### src/rtl/fpu_pkg.sv
// Shared single-precision FPU definitions: field widths, field offsets and
// guard/round/sticky helpers used by the adder and multiplier pipelines.
package fpu_pkg;

   localparam int FP_MENT_WIDTH = 23;
   localparam int FP_EXPO_WIDTH = 8;

   localparam logic [FP_EXPO_WIDTH-1:0] EXP_ALL_ONES = '1;

   localparam int GRS_GUARD  = 2;
   localparam int GRS_ROUND  = 1;
   localparam int GRS_STICKY = 0;

   // Packed float layout {sign, exponent, fraction}
   localparam int FRAC_LSB = 0;
   localparam int EXP_LSB  = FP_MENT_WIDTH;
   localparam int SIGN_BIT = FP_MENT_WIDTH + FP_EXPO_WIDTH;

   typedef struct packed {
      logic                     sign;
      logic [FP_EXPO_WIDTH-1:0] expo;
      logic [FP_MENT_WIDTH-1:0] frac;
   } fp32_t;

   // Round-to-nearest-even increment decision.
   function automatic logic rne_inc(input logic [2:0] grs, input logic lsb);
      return grs[GRS_GUARD] & (grs[GRS_ROUND] | grs[GRS_STICKY] | lsb);
   endfunction

endpackage

### src/rtl/fp_round_rne.sv
// Combinational round-to-nearest-even on a fraction plus GRS bits.
// Specials (Inf/NaN) are never incremented so their payload passes through.
module fp_round_rne
   import fpu_pkg::*;
#(
   parameter int MENT_WIDTH = FP_MENT_WIDTH
) (
   input  logic [MENT_WIDTH-1:0] mant,
   input  logic [2:0]            grs,
   input  logic                  special,
   output logic [MENT_WIDTH:0]   mant_r,
   output logic                  inexact
);

   logic inc;

   always_comb begin
      inc     = !special && rne_inc(grs, mant[0]);
      mant_r  = {1'b0, mant} + {{MENT_WIDTH{1'b0}}, inc};
      inexact = |grs;
   end

endmodule

### src/rtl/addition_stage5.sv
// Adder stage 5: RNE rounding (slice A) then renormalize/pack (slice B),
// as a 2-deep elastic pipeline with valid/ready on both sides.
module addition_stage5
   import fpu_pkg::*;
#(
   parameter int MENT_WIDTH = FP_MENT_WIDTH,
   parameter int EXPO_WIDTH = FP_EXPO_WIDTH
) (
   input  logic                             clk,
   input  logic                             rst,
   input  logic                             valid_in,
   output logic                             ready_in,
   input  logic                             sign_in,
   input  logic [EXPO_WIDTH-1:0]            normalized_exponent_in,
   input  logic [MENT_WIDTH-1:0]            normalized_mentissa_in,
   input  logic [2:0]                       grs_in,
   output logic                             valid_out,
   input  logic                             ready_out,
   output logic [EXPO_WIDTH+MENT_WIDTH:0]   result_out,
   output logic                             overflow_out,
   output logic                             inexact_out
);

   localparam logic [EXPO_WIDTH-1:0] EXP_MAX = {EXPO_WIDTH{1'b1}};

   // Slice A state
   logic                  a_valid_q,   a_valid_d;
   logic                  a_sign_q,    a_sign_d;
   logic [EXPO_WIDTH-1:0] a_exp_q,     a_exp_d;
   logic [MENT_WIDTH:0]   a_mant_r_q,  a_mant_r_d;
   logic                  a_special_q, a_special_d;
   logic                  a_inexact_q, a_inexact_d;

   // Slice B state drives the outputs directly
   logic                            b_valid_q,   b_valid_d;
   logic [EXPO_WIDTH+MENT_WIDTH:0]  b_result_q,  b_result_d;
   logic                            b_overflow_q, b_overflow_d;
   logic                            b_inexact_q, b_inexact_d;

   logic                  in_special;
   logic [MENT_WIDTH:0]   rnd_mant_r;
   logic                  rnd_inexact;

   logic                  a_load, a_adv, b_drain;
   logic                  carry;
   logic [EXPO_WIDTH-1:0] exp_inc;
   logic [EXPO_WIDTH-1:0] pk_exp;
   logic [MENT_WIDTH-1:0] pk_frac;
   logic                  pk_ovf;

   assign in_special = (normalized_exponent_in == EXP_MAX);

   fp_round_rne #(
      .MENT_WIDTH (MENT_WIDTH)
   ) u_round (
      .mant    (normalized_mentissa_in),
      .grs     (grs_in),
      .special (in_special),
      .mant_r  (rnd_mant_r),
      .inexact (rnd_inexact)
   );

   // A may advance when B is empty or B empties this same edge.
   assign a_adv    = a_valid_q && (!b_valid_q || ready_out);
   assign b_drain  = b_valid_q && ready_out;
   assign ready_in = !a_valid_q || !b_valid_q || ready_out;
   assign a_load   = valid_in && ready_in;

   always_comb begin
      carry   = a_mant_r_q[MENT_WIDTH];
      exp_inc = a_exp_q + 1'b1;
      pk_exp  = a_exp_q;
      pk_frac = a_mant_r_q[MENT_WIDTH-1:0];
      pk_ovf  = 1'b0;
      // Carry-out means the fraction wrapped to zero; bump the exponent.
      if (carry) begin
         pk_exp  = exp_inc;
         pk_frac = '0;
         pk_ovf  = (exp_inc == EXP_MAX);
      end
   end

   always_comb begin
      a_valid_d   = a_valid_q;
      a_sign_d    = a_sign_q;
      a_exp_d     = a_exp_q;
      a_mant_r_d  = a_mant_r_q;
      a_special_d = a_special_q;
      a_inexact_d = a_inexact_q;
      if (a_adv)
         a_valid_d = 1'b0;
      if (a_load) begin
         a_valid_d   = 1'b1;
         a_sign_d    = sign_in;
         a_exp_d     = normalized_exponent_in;
         a_mant_r_d  = rnd_mant_r;
         a_special_d = in_special;
         a_inexact_d = rnd_inexact;
      end
   end

   always_comb begin
      b_valid_d    = b_valid_q;
      b_result_d   = b_result_q;
      b_overflow_d = b_overflow_q;
      b_inexact_d  = b_inexact_q;
      if (b_drain)
         b_valid_d = 1'b0;
      if (a_adv) begin
         b_valid_d    = 1'b1;
         b_result_d   = {a_sign_q, pk_exp, pk_frac};
         b_overflow_d = pk_ovf && !a_special_q;
         b_inexact_d  = a_inexact_q;
      end
   end

   always_ff @(posedge clk) begin
      if (rst) begin
         a_valid_q    <= 1'b0;
         a_sign_q     <= 1'b0;
         a_exp_q      <= '0;
         a_mant_r_q   <= '0;
         a_special_q  <= 1'b0;
         a_inexact_q  <= 1'b0;
         b_valid_q    <= 1'b0;
         b_result_q   <= '0;
         b_overflow_q <= 1'b0;
         b_inexact_q  <= 1'b0;
      end else begin
         a_valid_q    <= a_valid_d;
         a_sign_q     <= a_sign_d;
         a_exp_q      <= a_exp_d;
         a_mant_r_q   <= a_mant_r_d;
         a_special_q  <= a_special_d;
         a_inexact_q  <= a_inexact_d;
         b_valid_q    <= b_valid_d;
         b_result_q   <= b_result_d;
         b_overflow_q <= b_overflow_d;
         b_inexact_q  <= b_inexact_d;
      end
   end

   assign valid_out    = b_valid_q;
   assign result_out   = b_result_q;
   assign overflow_out = b_overflow_q;
   assign inexact_out  = b_inexact_q;

endmodule
### config.mk
export PLATFORM = sky130hd
export DESIGN_NAME = addition_stage5
export DESIGN_NICKNAME = d
export VERILOG_FILES = /design/src/rtl/fpu_pkg.sv /design/src/rtl/fp_round_rne.sv /design/src/rtl/addition_stage5.sv
export SDC_FILE = /design/constraint.sdc
export NUM_CORES = 1
export LEC_CHECK = 0
export CAP_MARGIN = 10
export CORE_MARGIN = 3
export CORE_UTILIZATION = 54
export CTS_CLUSTER_SIZE = 8
export DETAILED_ROUTE_END_ITERATION = 10
export PLACE_DENSITY_LB_ADDON = 0.08
export SLEW_MARGIN = 20
export SYNTH_ARGS = -nofsm -noshare
export SYNTH_HDL_FRONTEND = slang
export SYNTH_SLANG_ARGS = --single-unit
### constraint.sdc
create_clock -name clk -period 3.43 [get_ports clk]
set_clock_uncertainty 0.1 [all_clocks]
set_input_delay 0.343 -clock clk [delete_from_list [all_inputs] [get_ports clk]]
set_output_delay 0.343 -clock clk [all_outputs]
set_load 0.01 [all_outputs]
# Word level (Yosys, flattened, before mapping)
# Cells that the tools add are included.
[word_totals] ff_bits=71 latch_bits=0 mem_bits_rw=0 rom_bits=0 n_memories=0
[classes] add_sub_neg=2 mul=0 n_div=0 order_cmp=0 eq_ne=2 shift=0 muxes=7 n_bitwise=3 reduce_logical=15
[op_table] operator="adder 23 x 1 -> 24 bit" n=1
[op_table] operator="two-way mux 23 bit" n=1
[op_table] operator="== test 8 bit (second input constant)" n=2
[op_table] operator="adder 8 x 1 -> 8 bit (second input constant)" n=1
[op_table] operator="two-way mux 8 bit" n=1
[op_table] operator="logical AND 1 bit" n=5
[op_table] operator="two-way mux 1 bit" n=5
[op_table] operator="logical NOT 1 bit" n=4
[op_table] operator="nonzero test 2 bit" n=2
[op_table] operator="logical OR 1 bit" n=3
[op_table] operator="OR reduction 3 bit" n=1
[op_table] operator="OR 1 bit" n=2
[op_table] operator="bitwise AND 1 bit" n=1

# Logic depth before layout (Yosys ltp)
# Gate-level depths: netlist of the first run.
[logic_depth] word_depth=5 mapped_depth=10 mapped_depth_nobuf=9

# Hierarchy
# Synthesis of the first run repeated with hierarchy kept, for this count alone.
[unflattened] hier_cells=410 area_unflattened_um2=3321.9
[by_module_without_submodules] mod="addition_stage5" instances=1 cells_each=343 area_each_um2=2829.0 seq_area_each_um2=1421.4
[by_module_without_submodules] mod="fp_round_rne" instances=1 cells_each=67 area_each_um2=493.0 seq_area_each_um2=0.0

# Worst setup path after synthesis of the first run
# OpenSTA, ideal clock, no wires.
[synth_path] path_type="input-to-reg" startpoint="in normalized_exponent_in[5]" endpoint="reg a_mant_r_q[20]" arrival_ns=2.201 slack_ns=1.038 path_stages=10 path_buffers=1 path_cell_list="nand4_1 nor2_1 nor2_1 ha_1 ha_1 nand3_1 or3_1 buf_2 or4_1 a311oi_1"
[synth_between] elab_chain_cells=4
[synth_lines] element="start: declaration" line_no="addition_stage5.sv:14" text="input logic [EXPO_WIDTH-1:0] normalized_exponent_in,"
[synth_lines] element="== test 8 bit" line_no="addition_stage5.sv:51" text="assign in_special = (normalized_exponent_in == EXP_MAX);"
[synth_lines] element="logical NOT 1 bit" line_no="fp_round_rne.sv:18" text="inc = !special && rne_inc(grs, mant[0]);"
[synth_lines] element="logical AND 1 bit" line_no="fp_round_rne.sv:18"
[synth_lines] element="adder 23 x 1 -> 24 bit" line_no="fp_round_rne.sv:19" text="mant_r = {1'b0, mant} + {{MENT_WIDTH{1'b0}}, inc};"
[synth_lines] element="end signal: assignment" line_no="addition_stage5.sv:133" text="a_mant_r_q <= a_mant_r_d;"
[synth_lines] element="end: declaration" line_no="addition_stage5.sv:30" text="logic [MENT_WIDTH:0] a_mant_r_q, a_mant_r_d;"
# Every way passes these cells.
# A chain may end at the register's enable or synchronous reset.

# Worst setup path in the final report of the first run
[layout_path] startpoint="in normalized_exponent_in[1]" endpoint="reg a_mant_r_q[18]"
# The elaborated chain is that of the path after synthesis.

==> metrics.md, run 1 <==
| Metric | Value |
|---|---|
| First-pass GRT wire length | roughly 13000 microns |
| DP Wirelength | about 5000 microns |
| Area of the core | around 0.0057 sq mm |
| Pins Over Slew Limit | 0 |
| Vias in the first global route | 2786 |
| R2r endpoint | a_exp_q[6] |
| Vias | 2994 |
| GRT Total Usage | between 20% and 30% |
| Vias per cell | 5.638 |
| Worst slew pin tran | between 0.9 and 1 ns |
| CTS tree | yes |
| Clk sinks | 71 |
| Die H | ~84 microns |
| DRT Wirelength | 7489 microns |
| WHS Endpoint | result_out[12] |
| Post-CTS setup buffers | 0 |
| Fmax | between 300 and 400 MHz |
| Final hold slack | 0.3510 ns |
| Synth area leader | dfxtp_1 |
| Status | completed |
| Static leakage | ~1.4 nW |
| Worst hold path class | flip-flop to flip-flop |
| Fin Setup TNS | 0 ns |
| Nets | ~500 |
| Avg Cell Area, Syn | between 8 and 9 sq um |
| Num CTS Buffers | 9 |
| Yosys cell types | 39 |
| Wire per inst | roughly 14 microns |
| Peak supply drop | 243.5 uV |
| Starting Density | 57.77% |
| Hold Crit Depth | 2 |
| Crit path kind | input port to flip-flop |
| Synth warn | 0 |
| P per Cell Area | 456.4 mW/mm^2 |
| Grt ovf | 0 |
| Top cell type's share of synthesized area | a little over two fifths |
| Most common cell after layout, fill and taps aside | clkdlybuf4s50_1 |
| Fin util | 74.38% |
| Initial antenna violation count | 0 |
| Chip width | 84.15 microns |
| Clock root cell | clkbuf_8 |
| Period utilisation layout | 79.12% |
| Fin crit period | 2.714 ns |
| Total design power | approximately 1.9 mW |
| Area after DPL | between 0.004 and 0.005 sq mm |
| Syn Inst Count | just under 400 |
| Deepest clock path buffer count | 2 |
| ANT cells | 0 |
| Drt first pass iters | 5 |
| Drt drc | 0 |
| Largest net degree at the start of global routing | 45 |
| DRT antenna net count | 0 |
| Pre-CTS setup slack | approximately 0.36 ns |
| Most frequent cells in the layout | clkdlybuf4s50_1 (73), dfxtp_1 (71), nand2_1 (66), a21oi_1 (42), nor2_1 (33) |
| Hold Crit Start | result_out[12] |
| Critical Path Sink Type | flip-flop |
| Worst R2R Start | a_valid_q |
| Share of cells above drive strength 1 | 6.100% |
| Fin area | between 0.004 and 0.005 sq mm |
| Max_cap viols | 0 |
| Relative slew slack | between 30% and 40% |
| Non-filler instance count after layout | approximately 530 |
| DR iter-0 viols | around 170 |
| Worst skew pair latency | around 0.35 ns |
| Worst Path Arrival | 2.88 ns |
| Top Ports | between 70 and 80 |
| Synth-to-Final Area Change | 28.76% |
| Synth Net Count | 438 |
| Area contributors post-synth | dfxtp_1 (43%), nand2_1 (7.5%), a21oi_1 (6.4%) |
| Setup violators final | 0 |
| Final setup margin | between 0.7 and 0.8 ns |
| Cell area after synthesis | approximately 0.0033 sq mm |
| Post-CTS sizing | 0 |
| CTS Hold Bufs | 0 |
| Number of placed cells counting well taps | about 520 |
| Req. time, crit path | 3.59 ns |
| Clock Pin Slew Worst Setup and Hold Paths | approximately 0.070 ns |
| Routability cong. | around 0.84 |
| Sequential area share after synthesis | around 43% |
| Final hold viol count | 0 |
| RSZ-0062 raised after global routing | no |
| H-tree depth | 3 |
| Synth Register Bits | 71 |
| Crit path max fanout | 9 |
| Die area | ~0.0071 sq mm |
| Setup crit start kind | input port |
| R2R depth | 5 |
| R2R Setup Slk | ~1.6 ns |
| Port bufs | 74 |
| Row Count | 27 |
## synth_stat cells (all sizes together)
cell      n
a211oi   20
a21bo     1
a21o      1
a21oi    42
a311oi    8
a32oi     1
and2      2
and3      2
and3b     1
and4      3
buf       5
clkbuf   25
dfxtp    71
ha        4
inv       7
nand2    66
nand2b    2
nand3    12
nand3b   27
nand4     7
nand4b    1
nor2     33
nor3      4
nor4      6
o2111ai   1
o211ai    1
o21ai     3
o31ai     8
or3       4
or4       6
or4b      1
xnor2    12
xor2      8
## worst max-delay path by stage
stage / from / end / slack [ns] / depth (start not counted)
finish: normalized_exponent_in[1] / a_mant_r_q[18] / 0.72 / 10
global route: normalized_exponent_in[4] / a_mant_r_q[18] / 0.55 / 10
CTS: normalized_exponent_in[6] / a_mant_r_q[18] / 0.72 / 10
detailed placement: normalized_exponent_in[1] / a_mant_r_q[18] / 0.36 / 10
global placement: normalized_exponent_in[5] / a_mant_r_q[20] / 0.44 / 10
floorplan: normalized_exponent_in[5] / a_mant_r_q[20] / 1.04 / 10
## critical path, stage by stage
cell and delay, ns:
clkdlybuf4s50_1 0.44, nand4_1 0.11, nor2_1 0.06, nor2_1 0.10, ha_1 0.22, ha_1 0.25, nand3_1 0.15, or3_1 0.51
or4_1 0.44, a311oi_1 0.25
## layer usage
layer	vias up	global-route usage, %	wire length [microns]
met5	-	0	0
met4	0	6.433	96
met3	9	6.771	430
met2	84	34.51	3360
met1	1376	29.10	3602
li1	1525	-	-
## sequential cells by signal (all words and copies together) (netlist names)
register,count
result_out,32
a_mant_r_q,24
a_exp_q,8
a_inexact_q,1
a_sign_q,1
a_special_q,1
a_valid_q,1
inexact_out,1
overflow_out,1
valid_out,1
## report_power, final
group	internal (mW)	switching (mW)	total (mW)
Clock	0.500	0.314	0.814
Sequential	0.868	0.0289	0.897
Combinational	0.113	0.115	0.228
Total	1.48	0.458	1.94
## cell type report
type | instances | area, sq um
multi-input combinational | 287 | 1698
fill | 450 | 1463
sequential | 71 | 1421
timing repair buffer | 78 | 765.7
clock buffer | 10 | 137.6
clock inverter | 6 | 107.6
tap | 72 | 90.09
inverter | 7 | 26.28
## logic make-up after synthesis
family,count (synthesis),synth area share [%]
xor gates and xnor gates,20,5.311
AOI/OAI and AO/OA,86,16.62
adders and majority gates,4,1.518
DFF,71,43.10
and+or+nand+nor,177,28.00
buffers and inverters,37,5.463
(Power assumes the default switching activity.)
==> inputs of run 2 (changes only) <==
--- a/config.mk
+++ b/config.mk
@@ -7,7 +7,7 @@
 export LEC_CHECK = 0
 export CAP_MARGIN = 10
 export CORE_MARGIN = 3
-export CORE_UTILIZATION = 54
+export CORE_UTILIZATION = 45
 export CTS_CLUSTER_SIZE = 8
 export DETAILED_ROUTE_END_ITERATION = 10
 export PLACE_DENSITY_LB_ADDON = 0.08
==> constraint.sdc (replaced) <==
create_clock -name clk -period 2.27 [get_ports clk]
set_clock_uncertainty 0.1 [all_clocks]
set_input_delay 0.227 -clock clk [delete_from_list [all_inputs] [get_ports clk]]
set_output_delay 0.227 -clock clk [all_outputs]
set_load 0.01 [all_outputs]
==> run 2 against run 1 <==
Net effect:
- global-route usage fell by 1.5 points
- via count up 3.9%
- critical path depth unchanged
- critical path type unchanged
==> metrics.md, run 2 (same netlist as run 1, synthesis figures left out) <==
| Metric | Value |
|---|---|
| Vias in the first global route | around 3000 |
| Worst hold path class | input port to flip-flop |
| CTS Hold Bufs | 0 |
| Max_cap viols | 0 |
| Setup crit start kind | input port |
| Clock Pin Slew Worst Setup and Hold Paths | 0.07 ns |
| Worst Path Arrival | 2.30 ns |
| Fin area | 0.004493 sq mm |
| Routability cong. | around 0.84 |
| Top Ports | 75 |
| Relative slew slack | between 60 and 70% |
| Port bufs | between 70 and 80 |
| ANT cells | 0 |
| Most common cell after layout, fill and taps aside | dfxtp_1 |
| Die H | between 90 and 100 microns |
| Drt first pass iters | 4 |
| Drt drc | 0 |
| Setup violators final | 0 |
| Most frequent cells in the layout | dfxtp_1 (71), nand2_1 (66), clkdlybuf4s50_1 (61), a21oi_1 (42), nor2_1 (31) |
| GRT Total Usage | roughly a fifth |
| Num CTS Buffers | 9 |
| Vias per cell | roughly 5.3 |
| Initial antenna violation count | 0 |
| Die area | between 0.008 and 0.009 sq mm |
| Peak supply drop | between 200 and 300 uV |
| Period utilisation layout | 94.81% |
| Fmax | between 400 and 500 MHz |
| Row Count | 30 |
| Largest net degree at the start of global routing | 38 |
| Clk sinks | 71 |
| Pre-CTS setup slack | -0.5059 ns |
| Grt ovf | 0 |
| CTS tree | yes |
| Area after DPL | roughly 0.0043 sq mm |
| Req. time, crit path | between 2 and 2.5 ns |
| Vias | around 3100 |
| Static leakage | 1.569 nW |
| Max reg flops | 32 |
| Worst slew pin tran | about 0.53 ns |
| Area of the core | 0.006944 sq mm |
| Pins Over Slew Limit | 0 |
| RSZ-0062 raised after global routing | no |
| Nets | approximately 530 |
| Crit path kind | input port to flip-flop |
| Chip width | 91.61 microns |
| H-tree depth | 3 |
| Share of cells above drive strength 1 | about an eighth |
| Deepest clock path buffer count | 2 |
| Fin crit period | between 2 and 2.5 ns |
| Fin Setup TNS | 0 ns |
| Status | completed |
| Final hold slack | 0.1734 ns |
| DRT antenna net count | 0 |
| DP Wirelength | approximately 5700 microns |
| DRT Wirelength | about 8200 microns |
| Clock root cell | clkbuf_8 |
| First-pass GRT wire length | 13920 microns |
| Worst skew pair latency | 0.35 ns |
| Wire per inst | 14.07 microns |
| Total design power | around 2.7 mW |
| P per Cell Area | between 500 and 600 mW/mm^2 |
| Crit path max fanout | 8 |
| Critical Path Sink Type | flip-flop |
| Final hold viol count | 0 |
| Synth-to-Final Area Change | 36.23% |
| DR iter-0 viols | 117 |
| Final setup margin | 0.1178 ns |
| Starting Density | between 40% and 50% |
run 2: cell types whose count changed in the layout (fill, tap and decap cells not counted), sizes merged:
cell           previous run  this run
clkbuf                   10        12
buf                       5        33
dlygate4sd2               0        12
bufinv                    3         0
clkdlybuf4s50            73        61
run 2: power breakdown:
group          leakage [nW]  switching (mW)  internal (mW)
logic                 0.892           0.189          0.198
registers             0.583          0.0453           1.31
clock network        0.0942           0.458          0.477
total                  1.57           0.692           1.99
run 2: worst paths after layout:
| path | start | to | slack, ns | depth (start not counted) |
|---|---|---|---|---|
| max reg2reg | a_exp_q[1] | result_out[27] | 0.64 | 4 |
| min reg2reg | result_out[5] | result_out[5] | 0.35 | 2 |
| min | normalized_exponent_in[2] | a_exp_q[2] | 0.17 | 3 |
| max | normalized_exponent_in[3] | a_mant_r_q[20] | 0.12 | 10 |
run 2: timing repair:
action / 4_1_cts / 5_1_grt
resized for setup: 19 / 2
pin swaps: 10 / 1
setup buffers: 1 / 0
setup endpoints to repair: 8 / 1
run 2: worst max-delay path, cell delays in order:
cell and delay, ns:
dlygate4sd2_1 0.24, nand4_1 0.10, nor2_2 0.07, nor2_2 0.11, ha_2 0.22, ha_4 0.13
nand3_2 0.06, or3_4 0.44, or4_1 0.50, a311oi_2 0.20
run 2: area by class of cell:
| type | instances | area, sq um |
|---|---|---|
| fill | 624 | 2451 |
| multi-input combinational | 287 | 1744 |
| sequential | 71 | 1421 |
| timing repair buffer | 106 | 998.5 |
| clock buffer | 12 | 165.2 |
| tap | 96 | 120.1 |
| inverter | 7 | 26.28 |
| clock inverter | 3 | 17.52 |
run 2: stage by stage:
stage          utilization, %  cells
6_report                64.70    582
5_1_grt                 64.70    582
4_1_cts                 64.58    582
3_5_place_dp            61.55    566
3_3_place_gp            61.55    566
2_1_floorplan               -    395
run 2: routing by layer:
layer | up-vias | routed length [microns] | share of wire [%] | global-route usage [%]
li1 | 1583 | - | - | -
met1 | 1437 | 4041 | 49 | 28.61
met2 | 78 | 3570 | 44 | 30.55
met3 | 13 | 452 | 5.5 | 4.184
met4 | 0 | 127 | 1.6 | 8.166
met5 | - | 0 | 0 | 0
==> inputs of run 3 (changes only) <==
--- a/config.mk
+++ b/config.mk
@@ -5,13 +5,14 @@
 export SDC_FILE = /design/constraint.sdc
 export NUM_CORES = 1
 export LEC_CHECK = 0
+export ABC_AREA = 1
 export CAP_MARGIN = 10
 export CORE_MARGIN = 3
-export CORE_UTILIZATION = 45
+export CORE_UTILIZATION = 46
+export CTS_BUF_LIST = sky130_fd_sc_hd__clkbuf_16
 export CTS_CLUSTER_SIZE = 8
 export DETAILED_ROUTE_END_ITERATION = 10
 export PLACE_DENSITY_LB_ADDON = 0.08
-export SLEW_MARGIN = 20
 export SYNTH_ARGS = -nofsm -noshare
 export SYNTH_HDL_FRONTEND = slang
 export SYNTH_SLANG_ARGS = --single-unit
==> run 3 against run 2 <==
Net effect:
- area after synthesis up 4.5%
- via count up 12%
- synthesized cell count up 27%
- non-clock buffer count down 18
- worst setup slack better by 0.078 ns
- combinational power up 8.8%
- critical endpoint is now a_mant_r_q[22]
==> metrics.md, run 3 <==
| Metric | Value |
|---|---|
| Final hold slack | 0.3629 ns |
| Pins Over Slew Limit | 0 |
| Wire per inst | around 14 microns |
| Avg Cell Area, Syn | 6.853 sq um |
| P_sw | just over 0.8 mW |
| Async SR Flop Fraction | 0% |
| Area after DPL | about 0.0043 sq mm |
| Nets | slightly above 600 |
| H-tree depth | 3 |
| Fin util | between 60% and 70% |
| Fin crit period | slightly above 2 ns |
| ANT cells | 0 |
| Final hold viol count | 0 |
| Top_reg_cell synth | dfxtp_1 |
| Initial antenna violation count | 0 |
| Max_cap viols | 0 |
| Synth Net Count | about 550 |
| First-pass GRT wire length | 15190 microns |
| P per Cell Area | slightly above 700 mW/mm^2 |
| Post-synth EDFFs | 0 |
| Vias in the first global route | about 3200 |
| Crit path max fanout | 5 |
| GRT Total Usage | between 20% and 30% |
| Num CTS Buffers | 9 |
| Synth Register Bits | 71 |
| Largest net degree at the start of global routing | 36 |
| Chip width | roughly 93 microns |
| Crit path kind | input port to flip-flop |
| Static leakage | between 1.5 and 2 nW |
| Row Count | 30 |
| FF/Latch Area | roughly 0.0014 sq mm |
| RSZ-0062 raised after global routing | yes |
| Die area | roughly 0.0086 sq mm |
| Routability cong. | slightly below 0.9 |
| Worst skew pair latency | between 0.3 and 0.4 ns |
| Syn Inst Count | between 500 and 600 |
| Fin area | about 0.0047 sq mm |
| Worst slew pin tran | about 0.57 ns |
| Gate power share | 12.8% |
| DP Wirelength | roughly 6600 microns |
| Pint | roughly 2.5 mW |
| CTS Hold Bufs | 0 |
| Setup crit start kind | input port |
| Synth warn | 0 |
| DRT Wirelength | 9195 microns |
| Clock root cell | clkbuf_16 |
| Register share of total power | 41.4% |
| Yosys cell types | 33 |
| Worst hold path class | flip-flop to flip-flop |
| Port bufs | 74 |
| Req. time, crit path | between 2 and 2.5 ns |
| Clock power share | between 40% and 50% |
| Synth-to-Final Area Change | 35.46% |
| Filler Cell Count | around 650 |
| Top Ports | 75 |
| Clk sinks | about 70 |
| Share of cells above drive strength 1 | about 8.1% |
| Drt first pass iters | 5 |
| DR iter-0 viols | 230 |
| Status | completed |
| Pre-CTS setup slack | -0.2176 ns |
| Clock Pin Slew Worst Setup and Hold Paths | 0.06 ns |
| Peak supply drop | between 400 and 500 uV |
| Area of the multi-input gates | approximately 0.0018 sq mm |
| Area contributors post-synth | dfxtp_1 (41%), nand2_1 (11%), nor2_1 (8.2%) |
| Post-CTS setup buffers | 0 |
| Cell area after synthesis | around 0.0034 sq mm |
| Top cell type's share of synthesized area | between 40 and 50% |
| Most frequent cells in the layout | nand2_1 (101), nor2_1 (75), clkdlybuf4s50_1 (74), dfxtp_1 (71), a21oi_1 (49) |
| Most common cell after layout, fill and taps aside | nand2_1 |
| Relative slew slack | 62.21% |
| Synth cell count leaders | nand2_1 (101), nor2_1 (75), dfxtp_1 (71) |
| Deepest clock path buffer count | 2 |
| CTS tree | yes |
| Worst Path Arrival | ~2.2 ns |
| Fmax | 482.0 MHz |
| Sw frac | 24.94% |
| Area of the core | approximately 0.007 sq mm |
| Post-CTS sizing | 0 |
| Period utilisation layout | 91.39% |
| Critical Path Sink Type | flip-flop |
| Final setup margin | slightly below 0.2 ns |
| Count leader, synth | nand2_1 |
| Drt drc | 0 |
| Max reg flops | 32 |
| Die H | roughly 93 microns |
| Vias per cell | 5.133 |
| Synth area leader | dfxtp_1 |
| Starting Density | about half |
| Grt ovf | 0 |
| Setup violators final | 0 |
| Total design power | 3.303 mW |
| Sequential area share after synthesis | 41.23% |
| DRT antenna net count | 0 |
| Vias | roughly 3500 |
run 3: worst max-delay path, stage by stage:
cell	delay [ns]
clkdlybuf4s50_1	0.43
nand4_1	0.12
nor2_1	0.05
inv_1	0.07
o311ai_0	0.13
inv_1	0.08
ha_1	0.17
ha_1	0.19
nand2_2	0.08
nor2_4	0.15
nand3_2	0.13
inv_1	0.10
nand2_1	0.05
nand2_1	0.06
nand3_1	0.06
nand2_1	0.07
inv_1	0.03
run 3: kinds of logic (layout without fill, tap and decap cells):
family | Yosys count | after routing | share of synthesized area (%)
and+or+nand+nor | 253 | 253 | 32.34
AOI/OAI and AO/OA | 97 | 97 | 14.88
buffers and inverters | 72 | 152 | 8.566
DFF | 71 | 71 | 41.23
xor gates and xnor gates | 6 | 6 | 1.525
adders and majority gates | 4 | 4 | 1.452
run 3: per-layer routing:
| layer | global-route usage, % | wire length, microns | vias up | share of wire [%] |
|---|---|---|---|---|
| li1 | - | - | 1796 | - |
| met1 | 31.30 | 4578 | 1571 | 50 |
| met2 | 33.53 | 3961 | 106 | 43 |
| met3 | 4.387 | 526 | 12 | 5.7 |
| met4 | 7.054 | 128 | 0 | 1.4 |
| met5 | 0 | 0 | - | 0 |
run 3: final cells by class:
type                            count  share of cell area [%]
Multi-Input combinational cell    360                   37.59
Sequential cell                    71                   30.44
Timing Repair Buffer               88                   18.65
Clock buffer                        9                   4.823
Inverter                           48                   3.859
Tap cell                           96                   2.572
Clock inverter                      7                   2.063
run 3: metrics by stage:
stage / TNS, ns / cells
after CTS: 0 / 679
after floorplan: 0 / 503
after global placement: -0.8370 / 663
final: 0 / 679
after global routing: -0.06102 / 679
after detailed placement: -2.525 / 663
run 3: final timing paths:
path / from / end / slack, ns / cells after the start
setup / recovery: normalized_exponent_in[6] / a_mant_r_q[22] / 0.20 / 17
hold / removal: overflow_out / overflow_out / 0.36 / 2
setup reg to reg: a_mant_r_q[23] / result_out[27] / 0.66 / 5
hold reg to reg: overflow_out / overflow_out / 0.36 / 2
run 3: power by group through the flow:
stage / registers, mW / clock network, mW / logic, mW
final: 1.37 / 1.51 / 0.421
after global routing: 1.38 / 1.57 / 0.468
after CTS: 1.37 / 1.52 / 0.419
after detailed placement: 1.39 / 0 / 0.416
after global placement: 1.39 / 0 / 0.409
after floorplan: 1.39 / 0 / 0.205
